**src/rtl/multi_servo_pwm.sv**
```systemverilog
// Multi-channel servo PWM generator: shared frame counter, per-channel
// shadow/active positions with optional slew limit, frame-aligned updates.
module multi_servo_pwm #(
    parameter int NUM_CH       = 4,
    parameter int SYS_FREQ_MHZ = 25,
    parameter int PERIOD_US    = 20000,
    parameter int MIN_PULSE_US = 1000,
    parameter int MAX_PULSE_US = 2000,
    parameter int POS_WIDTH    = 10,
    parameter int RESET_POS    = 512,
    parameter int SLEW_STEP    = 0,
    localparam int CH_W        = (NUM_CH > 1) ? $clog2(NUM_CH) : 1
) (
    input  logic                 clk,
    input  logic                 reset,
    input  logic                 wr_en,
    input  logic [CH_W-1:0]      wr_ch,
    input  logic [POS_WIDTH-1:0] wr_pos,
    input  logic [NUM_CH-1:0]    ch_enable,
    output logic [NUM_CH-1:0]    servo_out,
    output logic                 frame_start
);

    localparam int PERIOD_TICKS = PERIOD_US * SYS_FREQ_MHZ;
    localparam int MIN_TICKS    = MIN_PULSE_US * SYS_FREQ_MHZ;
    localparam int SPAN         = (MAX_PULSE_US - MIN_PULSE_US) * SYS_FREQ_MHZ;
    localparam int CNT_W        = $clog2(PERIOD_TICKS);
    localparam int SPAN_W       = $clog2(SPAN + 1);
    localparam int PROD_W       = POS_WIDTH + SPAN_W;
    localparam int PW1          = POS_WIDTH + 1;

    localparam logic [CNT_W-1:0]     LAST    = CNT_W'(PERIOD_TICKS - 1);
    localparam logic [POS_WIDTH-1:0] RST_POS = POS_WIDTH'(RESET_POS);
    localparam logic [PW1-1:0]       STEP    = PW1'(SLEW_STEP);

    if (!(MIN_PULSE_US < MAX_PULSE_US && MAX_PULSE_US < PERIOD_US)) begin : g_bad_timing
        $error("multi_servo_pwm: need MIN_PULSE_US < MAX_PULSE_US < PERIOD_US");
    end

    logic [CNT_W-1:0]                  cnt_q, cnt_d;
    logic [NUM_CH-1:0][POS_WIDTH-1:0]  shadow_q, shadow_d;
    logic [NUM_CH-1:0][POS_WIDTH-1:0]  active_q, active_d;
    logic [NUM_CH-1:0]                 en_act_q, en_act_d;
    logic [NUM_CH-1:0]                 servo_q, servo_d;
    logic                              frame_start_q, frame_start_d;
    logic                              boundary;
    logic [NUM_CH-1:0][CNT_W-1:0]      width;

    // Move cur toward tgt by at most SLEW_STEP; zero step means jump.
    function automatic logic [POS_WIDTH-1:0] slew_to(
        input logic [POS_WIDTH-1:0] tgt,
        input logic [POS_WIDTH-1:0] cur
    );
        logic [PW1-1:0] t;
        logic [PW1-1:0] c;
        t = {1'b0, tgt};
        c = {1'b0, cur};
        if (SLEW_STEP == 0) begin
            return tgt;
        end
        if (t >= c) begin
            if ((t - c) <= STEP) begin
                return tgt;
            end
            return POS_WIDTH'(c + STEP);
        end
        if ((c - t) <= STEP) begin
            return tgt;
        end
        return POS_WIDTH'(c - STEP);
    endfunction

    for (genvar g = 0; g < NUM_CH; g++) begin : g_ch
        logic [PROD_W-1:0] prod;
        assign prod     = PROD_W'(active_q[g]) * PROD_W'(SPAN);
        assign width[g] = CNT_W'(MIN_TICKS) + CNT_W'(prod >> POS_WIDTH);
    end

    always_comb begin
        boundary      = (cnt_q == LAST);
        cnt_d         = boundary ? '0 : cnt_q + 1'b1;
        shadow_d      = shadow_q;
        active_d      = active_q;
        en_act_d      = en_act_q;
        servo_d       = '0;
        frame_start_d = (cnt_q == '0);

        if (wr_en && (int'(wr_ch) < NUM_CH)) begin
            shadow_d[wr_ch] = wr_pos;
        end

        // Boundary uses the old shadow, so a same-cycle write waits a frame.
        if (boundary) begin
            en_act_d = ch_enable;
            for (int i = 0; i < NUM_CH; i++) begin
                active_d[i] = slew_to(shadow_q[i], active_q[i]);
            end
        end

        for (int i = 0; i < NUM_CH; i++) begin
            servo_d[i] = en_act_q[i] && (cnt_q < width[i]);
        end
    end

    always_ff @(posedge clk) begin
        if (reset) begin
            cnt_q         <= '0;
            shadow_q      <= {NUM_CH{RST_POS}};
            active_q      <= {NUM_CH{RST_POS}};
            en_act_q      <= '0;
            servo_q       <= '0;
            frame_start_q <= 1'b0;
        end else begin
            cnt_q         <= cnt_d;
            shadow_q      <= shadow_d;
            active_q      <= active_d;
            en_act_q      <= en_act_d;
            servo_q       <= servo_d;
            frame_start_q <= frame_start_d;
        end
    end

    assign servo_out   = servo_q;
    assign frame_start = frame_start_q;

endmodule

```
**config.mk**
```make
export PLATFORM = sky130hd
export DESIGN_NAME = multi_servo_pwm
export DESIGN_NICKNAME = d
export VERILOG_FILES = /design/src/rtl/multi_servo_pwm.sv
export SDC_FILE = /design/constraint.sdc
export NUM_CORES = 1
export LEC_CHECK = 0
export ABC_AREA = 1
export ABC_CLOCK_PERIOD_IN_PS = 4500
export CAP_MARGIN = 20
export CORE_UTILIZATION = 60
export CTS_BUF_LIST = sky130_fd_sc_hd__clkbuf_4
export CTS_CLUSTER_DIAMETER = 80
export DETAILED_ROUTE_END_ITERATION = 6
export HOLD_SLACK_MARGIN = 0.08
export PLACE_DENSITY = 0.76
export SYNTH_ARGS = -nofsm -noshare
export SYNTH_HDL_FRONTEND = slang
export SYNTH_SLANG_ARGS = --single-unit
```
**constraint.sdc**
```tcl
create_clock -name clk -period 4.5 [get_ports clk]
set_input_delay 1.125 -clock clk [delete_from_list [all_inputs] [get_ports clk]]
set_output_delay 1.125 -clock clk [all_outputs]
set_load 0.05 [all_outputs]
```
==> flow_metrics.tcl <==
set metrics [dict create \
    fin_crit_sh_pct 111 \
    start_util_pct 61.8 \
    async_flop_share_pct 0 \
    hold_viol 0 \
    slowest_delay_ns 0.56 \
    p_leak_nw 10.4 \
    violations "DRC, setup timing" \
    vias 14994 \
    die_x_um 161 \
    synth.top_cell.area_share_pct 28.7 \
    relSlewSlack_pct 38.2 \
    synth_area_um2 15200 \
    grt_pass1_wl_mm 70.3 \
    grt_max_degree 64 \
    drt_iter0_drc 1116 \
    coreArea_um2 24500 \
    cp_max_fo 5 \
    drive_above_1_share_pct 29.6 \
    grt_pass1_vias 15041 \
    path_clk_slew_ns 0.22 \
    cp.arrival_ns 5.48 \
    layout_common_cells "nand2_1 (349), inv_1 (326), buf_4 (296)" \
    syn_nets 2496 \
    cts_buffers 9 \
    timing.hold.ws_ns 0.457 \
    nFillCells 1657 \
    wl_per_cell_um 16.7 \
    slowest_stage "fa_2" \
    ys_types 53 \
    multi_input_area_um2 13300 \
    synth_edf_count 0 \
    max_freq_mhz 199 \
    synth_seq_cells 108 \
    viasPerCell 5.56 \
    worstHoldPathType "reg -> reg" \
    hpwlAfterDp_mm 33.3 \
    cts_max_level 3 \
    maxCapViolations 0 \
    dr.pass1.iters 7 \
    grt-ovfl-total 0 \
    postPlaceCellArea_um2 18200 \
    cts_root_buffer "clkbuf_4" \
    drv_slew 0 \
    place_ws_ns -0.607 \
    ff_latch_area_um2 2230 \
    worst_slew_pin_slew_ns 0.927 \
    ys_seq_area_share_pct 14.3 \
    final_common_cell "nand2_1" \
    routabilityCongestion 0.923 \
    synth_top_cell_by_area "ha_1" \
    syn_to_final_growth_pct 31.3 \
    die_height_um 161 \
    syn_area_per_cell_um2 7.37 \
    grt_use_total_pct 33.8 \
    synth.area.top_cells "ha_1 (29%), dfxtp_1 (14%), nand2_1 (10%)" \
    setup_slack_ns -0.516 \
    cts_sinks 108 \
    synth_ff_type "dfxtp_1" \
    crit_chain "ha_4, fa_2, fa_2, ha_4, fa_1, ha_4, a21oi_4, nand2_2, inv_1, nand2_1, nand2_1, nand2_2, buf_4, o21bai_4, xor2_2, ha_1, nand2_1, nor2_1, a211oi_2, o21a_1, o21ai_1, a21oi_1, nor2_1, nor2_1" \
    ir_drop_mv 0.156 \
    critPathRequiredTime_ns 4.97 \
    power_density_nw_per_um2 83.2 \
    clock_path_buffers 2 \
    cts_tree "done" \
    detail-route-antenna-nets 0 \
    status "finished with violations" \
    drt-total-wl_mm 45.0 \
    period_minus_slack_ns 5.02 \
    antenna_found_initial 1 \
    fin_nets 2807 \
    remaining_drc_errors 6 \
    skew_ns 0.0263 \
    clk_latency_ns 0.53 \
    endpoint_kind "register" \
    syn_inst 2057 \
    worstSetupPathType "reg -> reg" \
    worst_setup_path_start_kind "register" \
    io_pins 24 \
    die-area_um2 25900 \
    yosys_warnings 0 \
    finalSetupViolations 4 \
    place.port_buffers 23 \
    num_rows 57 \
    design_area_um2 19900 \
    rsz0062_at_grt "true" \
    cts-hold-fix-buffers 0 \
]
[flip-flops by register name, summed over array words and instances, names as in the netlist]
name	cells
en_act_q	4
cnt_q	19
frame_start	1
servo_out	4
active_q	40
shadow_q	40
[cells by family (layout without fill, tap and decap cells)]
logic type | after synthesis | count (layout) | synth area share [%]
and+or+nand+nor | 845 | 845 | 25.3
buffers and inverters | 371 | 687 | 9.29
other | 0 | 1 | 0
AOI/OAI and AO/OA | 261 | 261 | 9.64
xor gates and xnor gates | 52 | 52 | 3.23
DFF | 108 | 108 | 14.3
adders and majority gates | 420 | 420 | 38.2
[layer usage]
layer	GRT usage (%)	routed length, um	vias up
met3	4.24	2580	163
met2	59.6	21800	480
met1	41.4	18400	6986
met4	13.9	2210	0
met5	0	0	-
li1	-	-	7365
[per-stage QoR]
stage               power, mW  instances  util [%]  TNS (ns)
floorplan                1.06       2057         -   -0.0644
global placement         1.12       2640      74.0     -1.44
detailed placement       1.12       2640      74.0     -1.87
CTS                      1.66       2676      77.6     -1.49
global route             1.70       2698      81.1     -2.68
finish                   1.65       2698      81.1     -1.81
[cell usage after synthesis (all sizes together), types with 3 or more instances]
cell type	count
or2	9
a21o	6
clkbuf	16
inv	347
nor2	187
o211ai	3
o21a	4
nor3b	6
dfxtp	108
nand2	457
o21ai	92
ha	348
nand3	105
o21bai	5
and2	7
xnor2	23
nor3	18
fa	72
nor4	9
a211oi	21
xor2	29
nand3b	14
nand4	32
a21oi	127
buf	7
[layout make-up]
type                            instances  share of cell area (%)
Multi-Input combinational cell       1578                    66.8
Timing Repair Buffer                  323                    12.6
Sequential cell                       108                    11.2
Inverter                              348                    6.57
Tap cell                              324                    2.04
Clock inverter                          7                   0.472
Clock buffer                            9                   0.340
Antenna cell                            1                  0.0126
[worst max-delay path: cells and delay by family (launching register included)]
| kind | cells | cell delay [ns] |
|---|---|---|
| compound gates | 6 | 0.92 |
| xor+xnor | 1 | 0.16 |
| fa+ha+maj | 7 | 2.60 |
| buf+inv | 2 | 0.22 |
| flops | 1 | 0.42 |
| simple gates | 8 | 0.64 |
[repair_timing]
item,4_1_cts,5_1_grt
pin swaps,60,103
hold endpoints to repair,0,0
cloned,0,0
endpoints found under the setup margin,4,4
gates resized for setup,98,160
setup buffers,20,21
[path summary, 6_finish.rpt]
path                                                start                         to  slack (ns)  depth (start not counted)
worst max-delay path             active_q[6]$_SDFFE_PP0P_    servo_out[0]$_SDFF_PP0_       -0.52                         24
worst min register to register  shadow_q[33]$_SDFFE_PP0P_  active_q[33]$_SDFFE_PP0P_        0.46                          2
worst min-delay path            shadow_q[33]$_SDFFE_PP0P_  active_q[33]$_SDFFE_PP0P_        0.46                          2
worst max register to register   active_q[6]$_SDFFE_PP0P_    servo_out[0]$_SDFF_PP0_       -0.52                         24
[power by group]
part           total, mW  internal (mW)  switching, mW
sequential         0.987          0.971         0.0166
clock              0.552          0.139          0.413
combinational      0.115         0.0383         0.0771
Note: power is estimated with default switching activity, not from simulation.
